--- src/rtl/riscv_pkg.sv ---
// Shared types and constants for the RV32IM pipeline.
// Included first by every stage module.
package riscv_pkg;

  localparam int XLEN = 32;
  localparam int RA_W = 5;

  typedef enum logic [3:0] {
    ALU_PASS1 = 4'd0,
    ALU_PASS2 = 4'd1,
    ALU_ADD   = 4'd2,
    ALU_SUB   = 4'd3,
    ALU_AND   = 4'd4,
    ALU_OR    = 4'd5,
    ALU_XOR   = 4'd6,
    ALU_SLL   = 4'd7,
    ALU_SRL   = 4'd8,
    ALU_SRA   = 4'd9,
    ALU_SLT   = 4'd10,
    ALU_MUL   = 4'd11,
    ALU_MULH  = 4'd12,
    ALU_DIV   = 4'd13,
    ALU_REM   = 4'd14,
    ALU_SLTU  = 4'd15
  } alu_con_e;

  localparam logic OP1_RS1 = 1'b0;
  localparam logic OP1_PC  = 1'b1;
  localparam logic OP2_RS2 = 1'b0;
  localparam logic OP2_IMM = 1'b1;

  typedef struct packed {
    logic     valid;
    logic     reg_write;
    logic     mem_read;
    logic     mem_write;
    logic     op1_sel;
    logic     op2_sel;
    alu_con_e alu_con;
  } ex_ctrl_t;

endpackage

--- src/rtl/id_ex_stage_fwd_mux.sv ---
// Per-operand forwarding select.
// EX/MEM beats MEM/WB; x0 is never forwarded.
module fwd_mux #(
  parameter int W  = 32,
  parameter int AW = 5
) (
  input  logic [AW-1:0] rs_i,
  input  logic [W-1:0]  rf_data_i,
  input  logic [AW-1:0] ex_mem_rd_i,
  input  logic          ex_mem_we_i,
  input  logic [W-1:0]  ex_mem_res_i,
  input  logic [AW-1:0] mem_wb_rd_i,
  input  logic          mem_wb_we_i,
  input  logic [W-1:0]  mem_wb_res_i,
  output logic [W-1:0]  data_o
);

  logic hit_em;
  logic hit_mw;

  assign hit_em = ex_mem_we_i && (ex_mem_rd_i != '0)
               && (ex_mem_rd_i == rs_i);
  assign hit_mw = mem_wb_we_i && (mem_wb_rd_i != '0)
               && (mem_wb_rd_i == rs_i);

  always_comb begin
    data_o = rf_data_i;
    if (hit_em)      data_o = ex_mem_res_i;
    else if (hit_mw) data_o = mem_wb_res_i;
  end

endmodule

--- src/rtl/id_ex_stage.sv ---
// ID/EX pipeline register with load-use stall,
// flush/hold handling and operand forwarding.
module id_ex_stage #(
  parameter int XLEN = riscv_pkg::XLEN,
  parameter int RA_W = riscv_pkg::RA_W
) (
  input  logic            clk,
  input  logic            rst,
  input  logic            id_valid,
  input  logic [XLEN-1:0] id_pc,
  input  logic [XLEN-1:0] id_rs1_data,
  input  logic [XLEN-1:0] id_rs2_data,
  input  logic [XLEN-1:0] id_imm,
  input  logic [RA_W-1:0] id_rs1,
  input  logic [RA_W-1:0] id_rs2,
  input  logic [RA_W-1:0] id_rd,
  input  logic [3:0]      id_alu_con,
  input  logic            id_op1_sel,
  input  logic            id_op2_sel,
  input  logic            id_reg_write,
  input  logic            id_mem_read,
  input  logic            id_mem_write,
  input  logic            flush,
  input  logic            hold,
  input  logic [RA_W-1:0] ex_mem_rd,
  input  logic            ex_mem_reg_write,
  input  logic [XLEN-1:0] ex_mem_result,
  input  logic [RA_W-1:0] mem_wb_rd,
  input  logic            mem_wb_reg_write,
  input  logic [XLEN-1:0] mem_wb_result,
  output logic            stall_id,
  output logic            ex_valid,
  output logic [XLEN-1:0] ex_pc,
  output logic [RA_W-1:0] ex_rd,
  output logic            ex_reg_write,
  output logic            ex_mem_read,
  output logic            ex_mem_write,
  output logic [XLEN-1:0] alu_in_1,
  output logic [XLEN-1:0] alu_in_2,
  output logic [3:0]      alu_con,
  output logic [XLEN-1:0] ex_store_data
);

  import riscv_pkg::*;

  ex_ctrl_t        ctrl_q, ctrl_d;
  logic [XLEN-1:0] pc_q, pc_d;
  logic [XLEN-1:0] rs1_data_q, rs1_data_d;
  logic [XLEN-1:0] rs2_data_q, rs2_data_d;
  logic [XLEN-1:0] imm_q, imm_d;
  logic [RA_W-1:0] rs1_q, rs1_d;
  logic [RA_W-1:0] rs2_q, rs2_d;
  logic [RA_W-1:0] rd_q, rd_d;

  logic            load_use;
  logic [XLEN-1:0] fwd_rs1;
  logic [XLEN-1:0] fwd_rs2;

  // Load in EX whose result the ID instruction needs next cycle
  assign load_use = ctrl_q.valid && ctrl_q.mem_read
                 && (rd_q != '0) && id_valid
                 && ((rd_q == id_rs1) || (rd_q == id_rs2));

  assign stall_id = hold || (load_use && !flush);

  always_comb begin
    ctrl_d     = ctrl_q;
    pc_d       = pc_q;
    rs1_data_d = rs1_data_q;
    rs2_data_d = rs2_data_q;
    imm_d      = imm_q;
    rs1_d      = rs1_q;
    rs2_d      = rs2_q;
    rd_d       = rd_q;
    if (hold) begin
      ctrl_d = ctrl_q;
    end else if (flush || load_use) begin
      ctrl_d     = '0;
      pc_d       = '0;
      rs1_data_d = '0;
      rs2_data_d = '0;
      imm_d      = '0;
      rs1_d      = '0;
      rs2_d      = '0;
      rd_d       = '0;
    end else begin
      ctrl_d.valid     = id_valid;
      ctrl_d.reg_write = id_reg_write;
      ctrl_d.mem_read  = id_mem_read;
      ctrl_d.mem_write = id_mem_write;
      ctrl_d.op1_sel   = id_op1_sel;
      ctrl_d.op2_sel   = id_op2_sel;
      ctrl_d.alu_con   = alu_con_e'(id_alu_con);
      pc_d       = id_pc;
      rs1_data_d = id_rs1_data;
      rs2_data_d = id_rs2_data;
      imm_d      = id_imm;
      rs1_d      = id_rs1;
      rs2_d      = id_rs2;
      rd_d       = id_rd;
    end
  end

  always_ff @(posedge clk) begin
    if (rst) begin
      ctrl_q     <= '0;
      pc_q       <= '0;
      rs1_data_q <= '0;
      rs2_data_q <= '0;
      imm_q      <= '0;
      rs1_q      <= '0;
      rs2_q      <= '0;
      rd_q       <= '0;
    end else begin
      ctrl_q     <= ctrl_d;
      pc_q       <= pc_d;
      rs1_data_q <= rs1_data_d;
      rs2_data_q <= rs2_data_d;
      imm_q      <= imm_d;
      rs1_q      <= rs1_d;
      rs2_q      <= rs2_d;
      rd_q       <= rd_d;
    end
  end

  fwd_mux #(.W(XLEN), .AW(RA_W)) u_fwd_rs1 (
    .rs_i         (rs1_q),
    .rf_data_i    (rs1_data_q),
    .ex_mem_rd_i  (ex_mem_rd),
    .ex_mem_we_i  (ex_mem_reg_write),
    .ex_mem_res_i (ex_mem_result),
    .mem_wb_rd_i  (mem_wb_rd),
    .mem_wb_we_i  (mem_wb_reg_write),
    .mem_wb_res_i (mem_wb_result),
    .data_o       (fwd_rs1)
  );

  fwd_mux #(.W(XLEN), .AW(RA_W)) u_fwd_rs2 (
    .rs_i         (rs2_q),
    .rf_data_i    (rs2_data_q),
    .ex_mem_rd_i  (ex_mem_rd),
    .ex_mem_we_i  (ex_mem_reg_write),
    .ex_mem_res_i (ex_mem_result),
    .mem_wb_rd_i  (mem_wb_rd),
    .mem_wb_we_i  (mem_wb_reg_write),
    .mem_wb_res_i (mem_wb_result),
    .data_o       (fwd_rs2)
  );

  assign alu_in_1 = (ctrl_q.op1_sel == OP1_PC)  ? pc_q  : fwd_rs1;
  assign alu_in_2 = (ctrl_q.op2_sel == OP2_IMM) ? imm_q : fwd_rs2;
  assign ex_store_data = fwd_rs2;

  assign ex_valid     = ctrl_q.valid;
  assign ex_pc        = pc_q;
  assign ex_rd        = rd_q;
  assign ex_reg_write = ctrl_q.reg_write;
  assign ex_mem_read  = ctrl_q.mem_read;
  assign ex_mem_write = ctrl_q.mem_write;
  assign alu_con      = ctrl_q.alu_con;

endmodule
--- config.mk ---
export PLATFORM = sky130hd
export DESIGN_NAME = id_ex_stage
export DESIGN_NICKNAME = d
export VERILOG_FILES = /design/src/rtl/riscv_pkg.sv /design/src/rtl/id_ex_stage_fwd_mux.sv /design/src/rtl/id_ex_stage.sv
export SDC_FILE = /design/constraint.sdc
export NUM_CORES = 1
export LEC_CHECK = 0
export CAP_MARGIN = 20
export CORE_MARGIN = 3
export CORE_UTILIZATION = 44
export CTS_CLUSTER_SIZE = 16
export DETAILED_ROUTE_END_ITERATION = 8
export GPL_TIMING_DRIVEN = 0
export PLACE_DENSITY_LB_ADDON = 0.1
export REMOVE_ABC_BUFFERS = 1
export SLEW_MARGIN = 0
export SYNTH_ARGS = -nofsm -noshare
export SYNTH_HDL_FRONTEND = slang
export SYNTH_HIERARCHICAL = 1
export SYNTH_SLANG_ARGS = --single-unit
--- constraint.sdc ---
create_clock -name clk -period 3.95 [get_ports clk]
set_input_delay 1.185 -clock clk [delete_from_list [all_inputs] [get_ports clk]]
set_output_delay 1.185 -clock clk [all_outputs]
set_load 0.02 [all_outputs]
## After elaboration in Yosys (flattened, before gate mapping)

Cells that the tools add are included.

| operators by class | value |
|---|---|
| equality and inequality tests | 6 |
| muxes and demuxes | 14 |
| reductions and logical operators | 18 |

Operator list:

| cell | count |
|---|---|
| 2-to-1 mux 32 bit | 10 |
| == test 5 bit | 6 |
| 2-to-1 mux 5 bit | 3 |
| nonzero test 5 bit | 3 |
| logical AND 1 bit | 11 |
| 2-to-1 mux 10 bit | 1 |
| logical OR 1 bit | 3 |
| zero test 1 bit | 1 |

| word-level totals | value |
|---|---|
| flip-flop bits (word level) | 153 |
| input bits | 233 |
| output and inout bits | 142 |

## Depth between registers and ports, before layout

| depth | value |
|---|---|
| depth after elaboration | 6 |
| mapped depth | 7 |
| gate-level depth less buffers | 5 |

## Cells and area by module

The synthesis kept the hierarchy.

Modules (own cells, without submodules):

| module | times used | cells an instance | area each (um^2) |
|---|---|---|---|
| id_ex_stage | 1 | 792 | 7041.8 |
| fwd_mux | 2 | 185 | 1167.4 |

## Worst setup path after synthesis

Ideal clock, no wire load.

| timing | value |
|---|---|
| path type | input -> output |
| start point | input port mem_wb_rd[0] |
| end point | output port alu_in_2[10] |
| arrival time | 2.910 ns |
| required time | 2.765 ns |
| setup slack | -0.145 ns |
| cell stages on the path | 6 |
| path buffers | 1 |
| cell sequence | nor4_1 -> o21a_1 -> buf_1 -> o31ai_1 -> a31oi_1 -> mux2_2 |

| on the way | value |
|---|---|
| cells in the longest elaborated chain, start to end | 6 |

Ends and longest elaborated chain:

| element | line | text |
|---|---|---|
| start: declaration | id_ex_stage.sv:28 | `input logic [RA_W-1:0] mem_wb_rd,` |
| nonzero test 5 bit | id_ex_stage_fwd_mux.sv:23 | `assign hit_mw = mem_wb_we_i && (mem_wb_rd_i != '0)` |
| logical AND 1 bit | id_ex_stage_fwd_mux.sv:23 |  |
| logical AND 1 bit (*) | id_ex_stage_fwd_mux.sv:24 | `&& (mem_wb_rd_i == rs_i);` |
| 2-to-1 mux 32 bit (*) | id_ex_stage_fwd_mux.sv:29 | `else if (hit_mw) data_o = mem_wb_res_i;` |
| 2-to-1 mux 32 bit (*) | id_ex_stage_fwd_mux.sv:28 | `if (hit_em) data_o = ex_mem_res_i;` |
| via ex_store_data[10] | id_ex_stage.sv:41 | `output logic [XLEN-1:0] ex_store_data` |
| 2-to-1 mux 32 bit (*) | id_ex_stage.sv:151 | `assign alu_in_2 = (ctrl_q.op2_sel == OP2_IMM) ? imm_q : fwd_rs2;` |
| end: declaration | id_ex_stage.sv:39 | `output logic [XLEN-1:0] alu_in_2,` |

Mark *: on every way through the listed nets, which the timed path passes. The rest lies on a longest branch.

## Worst setup path after layout

| timing | value |
|---|---|
| start point | input port ex_mem_rd[0] |
| end point | output port alu_in_2[8] |

| on the way | value |
|---|---|
| cells in the longest elaborated chain, start to end | 5 |

Ends and longest elaborated chain:

| element | line | text |
|---|---|---|
| start: declaration | id_ex_stage.sv:25 | `input logic [RA_W-1:0] ex_mem_rd,` |
| nonzero test 5 bit | id_ex_stage_fwd_mux.sv:21 | `assign hit_em = ex_mem_we_i && (ex_mem_rd_i != '0)` |
| logical AND 1 bit | id_ex_stage_fwd_mux.sv:21 |  |
| logical AND 1 bit (*) | id_ex_stage_fwd_mux.sv:22 | `&& (ex_mem_rd_i == rs_i);` |
| 2-to-1 mux 32 bit (*) | id_ex_stage_fwd_mux.sv:28 |  |
| 2-to-1 mux 32 bit (*) | id_ex_stage.sv:151 |  |

Every way passes the cells marked *; elsewhere a longest branch is shown, timed or not.

==> summary.md <==
| Metric | Value |
|---|---|
| Min-delay worst type | flop to flop |
| Tot GR Track Use | between 40% and 50% |
| CTS tree | built |
| Worst rel slew slack | 4.810% |
| Area contributors post-synth | dfxtp_1 33%, a32oi_1 14%, mux2_2 7.7%, o21ai_0 6.7%, nand2_1 6.4% |
| CORE AREA | ~0.021 mm2 |
| End point of the critical path | alu_in_2[8] |
| Max_cap viols | 0 |
| First-pass GRT wire length | approximately 82,000 um |
| GRT overflow | 0 |
| Most common cell after layout, fill and taps aside | clkdlybuf4s50_1 |
| Critical Path Source | ex_mem_rd[0] |
| EDFF count, synth | 0 |
| Ys async rst share | 0% |
| Post-synth top area share | 32.67% |
| P per Cell Area | roughly 330 mW/mm2 |
| Leak | roughly 6.2 nW |
| Detailed Route WL | 64,690 um |
| Cell Rows | 52 |
| FF+latch count, synth | 153 |
| Worst Path Required | roughly 2800 ps |
| Failing checks | setup timing |
| Fmax | ~210 MHz |
| Largest net degree at the start of global routing | 40 |
| Design area | between 0.015 and 0.02 mm2 |
| Initial antenna violation count | 9 |
| Die Span X | between 150 and 200 um |
| Yosys warning total | 6 |
| Cell Area, Placed | around 0.014 mm2 |
| CTS Buffer Depth | 2 |
| Critical Path Sink Type | output pin |
| Worst Reg-to-Reg Cells | 4 |
| Final setup viols | between 90 and 100 |
| Routed len/inst | 34.86 um |
| Startpoint Class | input pin |
| Reg area | approximately 0.003 mm2 |
| Remaining DRCs | 0 |
| Hold_buf cts | 0 |
| Die area | roughly 0.023 mm2 |
| Antenna-violating nets left | 0 |
| Reg2Reg Capture Point | rs1_data_q[30] |
| Commonest non-fill, non-tap cells in the layout | 261 x clkdlybuf4s50_1, 157 x nand2_1, 153 x a32oi_1 |
| RSZ-0062 raised after global routing | true |
| Slack of the worst reg-to-reg path | 1090 ps |
| Clock transition at path regs | about 70 ps |
| Top_reg_cell synth | dfxtp_1 |
| Syn avg cell area | between 8 and 9 um2 |
| Gate Count Post-Synth | around 1.2k |
| Gpl congestion | about 0.86 |
| Min cycle time layout | between 4000 and 5000 ps |
| DIE HEIGHT | 152.0 um |
| Layout cell share with drive strength beyond 1 | 37.59% |
| Hold Fails Final Rpt | 0 |
| Register area share after synthesis | approximately 33% |
| Reg-to-reg critical path startpoint | ex_rd[0] |
| Clock root buffer | clkbuf_16 |
| Run status | complete, but fails checks |
| Critical path arrival | ~3700 ps |
| Vias in the first global route | 13.21k |
| Place WS | -2658 ps |
| CTS Sinks | approximately 150 |
| Overall power | approximately 6.1 mW |
| Post-DP HPWL | 28,680 um |
| Drt pass-1 iters | 9 |
| Multi-input logic area | 0.008224 mm2 |
| Netlist cell types | 31 |
| CP Max Fanout | 12 |
| FILL cells | 833 |
| Area grow syn2layout | 98.02% |
| Initial Util | ~46% |
| PortBufs | 374 |
| Worst-Margin Slew | 1413 ps |
| CTS Buf Count | 17 |
| Htree depth | 4 |
| Clock latency on the worst-skew pair | around 460 ps |
| Critical path class | input pin to output pin |
| Vias | 14.51k |
| Post-Syn Area | between 0.009 and 0.01 mm2 |
| I/O Pins | between 300 and 400 |
| Worst VDD drop | just under 0.4 mV |
| Post-route clock period utilization | 123.5% |
| Final Slew Violations | 0 |
| Clk_skew | around 24 ps |
| Area leader, netlist | dfxtp_1 |
| DR iter-0 viols | about 2.1k |
| Worst setup margin | -926.4 ps |
| # nets final | approximately 1.8k |
| DR vias/cell | between 7 and 8 |
[sequential cells by signal (all words and copies together), names as in the netlist]
| signal | count |
|---|---|
| ex_mem_read | 1 |
| ctrl_q | 2 |
| ex_pc | 32 |
| rs1_data_q | 32 |
| rs2_q | 5 |
| rs2_data_q | 32 |
| ex_valid | 1 |
| rs1_q | 5 |
| ex_reg_write | 1 |
| ex_mem_write | 1 |
| ex_rd | 5 |
| imm_q | 32 |
| alu_con | 4 |
[per-stage QoR]
step | utilization (%) | TNS [ps] | std cells | hold WS [ps]
after floorplan | - | -1061910 | 1002 | 430.4
after global placement | 61.96 | -1924900 | 1646 | 443.1
after detailed placement | 67.18 | -223390 | 1687 | 449.4
after CTS | 83.67 | -20580 | 1815 | 468.5
after global routing | 90.30 | -29450 | 1855 | 506.4
final | 90.31 | -30760 | 1856 | 472.3
[Yosys cell counts (2+ instances only)]
cell	n
xnor2_1	26
or2_1	2
or3_1	2
buf_4	12
nand3_1	6
o31ai_1	64
o21a_1	2
and2_1	4
nand2_1	161
and3_1	3
o21ai_1	30
a31oi_1	64
mux2_2	64
clkbuf_1	115
or4_4	2
nand4_1	64
buf_1	10
dfxtp_1	153
buf_6	7
a32oi_1	153
nor4_1	66
nor2_1	3
buf_2	16
o21ai_0	125
a21oi_4	2
[critical path, stage by stage]
cell     delay, ps
buf_12         120
xnor2_4        320
nand3_4        190
buf_4          270
nor4_1         970
a31oi_4        140
mux2_4         340
buf_6          130
[worst min-delay path by stage]
stage,from,end,slack [ps],cells after the start
6_report,imm_q[3],imm_q[3],470,2
5_1_grt,imm_q[19],imm_q[19],510,2
4_1_cts,imm_q[26],imm_q[26],470,2
3_5_place_dp,imm_q[4],imm_q[4],450,2
3_3_place_gp,imm_q[5],imm_q[5],440,2
2_1_floorplan,imm_q[0],imm_q[0],430,2
[power breakdown]
part	switching [mW]	internal (mW)
clock	0.783	1.02
combinational	1.32	1.16
sequential	0.148	1.66
total	2.25	3.84
[metal layers]
layer,wire length (um),track usage (%)
met2,27770,71.53
met4,6889,27.27
met3,9339,14.79
met1,20560,52.64
met5,134,0
[logic make-up (layout without fill, tap and decap cells)]
kind of cell | count (synthesis) | after routing | share of synthesized area [%]
flops | 153 | 153 | 32.67
other cells | 0 | 6 | 0
buf+inv | 160 | 569 | 7.660
simple gates | 316 | 322 | 16.79
compound gates | 443 | 446 | 32.77
xor+xnor | 26 | 26 | 2.429
mux | 64 | 64 | 7.686
[area by class of cell]
class	count	share of cell area (%)
clock inverter	12	0.8827
timing repair buffer	537	34.01
sequential	153	16.51
multi-input combinational	858	44.29
tap	270	1.819
clock buffer	20	2.406
antenna	6	0.08086
[repair_timing]
item | 4_1_cts | 5_1_grt
endpoints found under the setup margin | 97 | 97
cloned | 17 | 2
pin swaps | 59 | 46
buffers inserted | 81 | 42
gates resized for setup | 854 | 232
Note: power is estimated with default switching activity, not from simulation.
==> RTL edit 1, RTL diff (same settings) <==
Make the reset (`rst`) asynchronous in one clocked block.
--- a/src/rtl/id_ex_stage.sv
+++ b/src/rtl/id_ex_stage.sv
@@ -102,5 +102,5 @@
   end
 
-  always_ff @(posedge clk) begin
+  always_ff @(posedge clk or posedge rst) begin
     if (rst) begin
       ctrl_q     <= '0;
Check against the original RTL: differs if rst is asserted again (counterexample within 4 cycles, from zero or initial values and one cycle with rst high); with rst held inactive, the same outputs for 4 cycles.
==> RTL edit 1 against the original RTL <==
- the flow still finishes with violations (setup timing)
- count of clock-buffer cells in the layout stayed put
- critical endpoint is now alu_in_2[13]
- worst setup slack gained 0.50 ns
- area after synthesis grew 8.1%
- sequential cell count unchanged
- design area is 3.2% lower
- power is 16% higher
- critical path depth is 2 higher
- wire length fell by 12%
==> RTL edit 1: results (changes against the original RTL) <==
[timing]
setup_ws_ns=-0.428  ; was -0.926 ns
tightest_slew_ns=1.09  ; was 1.41 ns
setup_viol=96  ; was 97

[final_layout]
fin_nets=1765  ; was 1800
fill_cells=1316  ; was 833
layout-drive-gt1-share_pct=34.1  ; was 37.6%
instances_no_fill=1828  ; was 1856
multiInputGateArea_um2=7840  ; was 8220 um2

[min_path]
whs_endpoint=imm_q[25]  ; was imm_q[3]
hold_path.startpoint=imm_q[25]  ; was imm_q[3]

[grt]
antenna_found_initial=8  ; was 9
grt_first_pass_wirelength_um=75800  ; was 82100 um

[yosys]
synth-seq-area-share_pct=37.8  ; was 32.7%

[critical_path]
cp_slowest_stage_delay_ns=0.28  ; was 0.97 ns
path_delay_family=buffers and inverters  ; was simple AND/OR/NAND/NOR gates
worst_ep_arrival_time_ns=3.19  ; was 3.69 ns

[placement]
dp_slack_ns=-2.61  ; was -2.66 ns
placed_area_um2=14200  ; was 13800 um2
place_inst=1685  ; was 1687

[detailed_routing]
num_vias=13400  ; was 14500
wirelength_um=57000  ; was 64700 um

[pwr]
pg_seq_w=0.00203  ; was 0.00181 W
p_sw_share_pct=40.0  ; was 36.9%

[status]
status=finished with violations  ; unchanged
violations=setup timing  ; unchanged

==> RTL edit 1: what timing repair did <==
action                                  4_1_cts  5_1_grt
cloned                                       17        5
resized for setup                           731      238
endpoints found under the setup margin       97       97
pin swaps                                    62       54
buffers inserted                             59       32
==> RTL edit 1: final cells by class <==
cell class | count | share of cell area [%]
tap | 280 | 1.95
antenna | 3 | 0.0418
inverter | 1 | 0.0626
multi-input combinational | 867 | 43.6
clock buffer | 20 | 2.43
timing repair buffer | 492 | 29.9
clock inverter | 12 | 0.661
sequential | 153 | 21.3
==> RTL edit 1: how the worst max path moves through the flow <==
| stage | startpoint | end | slack [ns] | cells past startpoint |
|---|---|---|---|---|
| final | mem_wb_rd[1] | alu_in_2[13] | -0.43 | 10 |
| after detailed placement | ex_mem_rd[0] | alu_in_2[15] | -2.61 | 7 |
| after global routing | ex_mem_rd[3] | alu_in_2[6] | -0.44 | 9 |
| after CTS | ex_mem_rd[1] | alu_in_2[25] | -0.35 | 9 |
| after global placement | hold | imm_q[28] | -24.45 | 4 |
| after floorplan | flush | rs1_data_q[10] | -7.37 | 3 |
==> RTL edit 1: cell families (layout without fill, tap and decap cells) <==
family / Yosys count / after routing / synth area share, %
AO/OA/AOI/OAI: 443 / 452 / 30.3
AND/OR/NAND/NOR: 315 / 325 / 15.4
buffers and inverters: 161 / 525 / 7.12
flip-flops: 153 / 153 / 37.8
multiplexers: 64 / 64 / 7.11
XOR/XNOR: 26 / 26 / 2.25
other: 0 / 3 / 0
==> RTL edit 1: per-layer routing <==
layer  vias to the layer above  part of all wire [%]  global-route usage [%]
met5                         -                  0.17                       0
met4                        12                   6.9                    18.5
met3                       337                    13                    13.5
met2                      1204                    46                    64.0
met1                      6467                    33                    48.3
li1                       5399                     -                       -
==> RTL edit 2, RTL diff (config.mk and constraints unchanged) <==
Without the edit above. Change the package constant `XLEN` from 32 to 40.
--- a/src/rtl/riscv_pkg.sv
+++ b/src/rtl/riscv_pkg.sv
@@ -3,5 +3,5 @@
 package riscv_pkg;
 
-  localparam int XLEN = 32;
+  localparam int XLEN = 40;
   localparam int RA_W = 5;
 
Ports: changed (10 resized); port bits go from 375 to 455. No check against the original RTL was run, so the function may have changed too.
==> RTL edit 2 against the original RTL <==
- the flow still finishes with violations (setup timing)
- count of clock-buffer cells in the layout down 1
- global-route usage down 2.4 points
- clock power down 3%
- combinational power up 19%
- critical path depth up 2
- sequential cell count up 32
- area after synthesis up 35%
- cell count up 23%
- design area up 20%
- via count up 11%
- power up 13%
- wire length up 9.6%
- worst setup slack better by 0.51 ns
- critical endpoint is now alu_in_1[17]
- largest cell class unchanged
==> RTL edit 2: results (changes against the original RTL) <==
[detailed_routing]
drt_iter0_drc=2072  ; was 2140
viasPerCell=7.04  ; was 7.82
wl_met1_um=24700  ; was 20600 um
met3WireLength_um=9710  ; was 9340 um
firstDrtPassIters=6  ; was 9

[timing]
fin_skew_ns=0.0188  ; was 0.0241 ns
setup_viol=120  ; was 97
setup_ws_ns=-0.418  ; was -0.926 ns
tightest_slew_ns=0.809  ; was 1.41 ns
setup_tns_ns=-38.27  ; was -30.76 ns

[status]
violations=setup timing  ; unchanged
status=finished with violations  ; unchanged

[final_layout]
multi_input_gates=1039  ; was 858
n_all_buffers=647  ; was 537
clock_buffers=19  ; was 20
instances_no_fill=2292  ; was 1856
register_area_um2=3710  ; was 3070 um2
multiInputGateArea_um2=10000  ; was 8220 um2
clkCellAreaFrac_pct=2.50  ; was 3.29%

[grt]
grt_first_pass_wirelength_um=101000  ; was 82100 um
grt_use_met3_pct=14.9  ; was 14.8%
met1_usage_pct=50.4  ; was 52.6%
antenna_found_initial=13  ; was 9
grtUsageMet2_pct=67.8  ; was 71.5%
grt_pass1_vias=15700  ; was 13200
track_usage_pct=42.5  ; was 45.0%

[pwr]
vdd_ir_drop_max_v=0.000264  ; was 0.000395 V

[yosys]
synth_xor_area_share_pct=1.80  ; was 2.43%
ys_types=32  ; was 31

[critical_path]
r2r_cells=7  ; was 4

[placement]
dpl.hpwl_um=37900  ; was 28700 um
port-buffer-count=454  ; was 374

RTL edit 2: cell types whose count changed in the layout (fill, tap and decap cells not counted), moves of 11 or more:
cell	before	now
o21ai_0	125	73
o21ai_1	28	112
nand4_1	64	80
a31oi_2	11	0
buf_4	68	85
o31ai_4	36	52
nand2_1	157	187
a32oi_1	153	185
a31oi_4	51	80
dfxtp_1	151	183
clkdlybuf4s15_2	2	16
nor4_1	21	35
buf_6	103	119
clkdlybuf4s50_1	261	321
RTL edit 2: worst min-delay path by stage:
| stage | slack (ns) | to | depth (start not counted) |
|---|---|---|---|
| 2_1_floorplan | 0.43 | imm_q[39] | 2 |
| 3_3_place_gp | 0.44 | imm_q[39] | 2 |
| 3_5_place_dp | 0.46 | imm_q[11] | 2 |
| 4_1_cts | 0.48 | alu_con[0] | 2 |
| 5_1_grt | 0.50 | imm_q[28] | 2 |
| 6_report | 0.47 | alu_con[0] | 2 |
RTL edit 2: what timing repair did:
item / 4_1_cts / 5_1_grt
buffers inserted: 87 / 22
setup endpoints to repair: 121 / 130
gates cloned: 34 / 2
endpoints found under the hold margin: 0 / 0
pin swaps: 81 / 33
resized for setup: 963 / 113
RTL edit 2: through the flow:
step | setup slack (ns) | cell area, um2
3_5_place_dp | -2.28 | 18000
5_1_grt | -0.441 | 22300
3_3_place_gp | -26.26 | 16700
6_report | -0.418 | 22400
2_1_floorplan | -17.17 | 11600
4_1_cts | -0.403 | 21700
RTL edit 2: where the power goes:
part / total, W / switching [W] / internal (W)
Clock: 0.00175 / 0.000908 / 0.000839
Sequential: 0.00216 / 0.000157 / 0.00201
Combinational: 0.00296 / 0.00155 / 0.00142
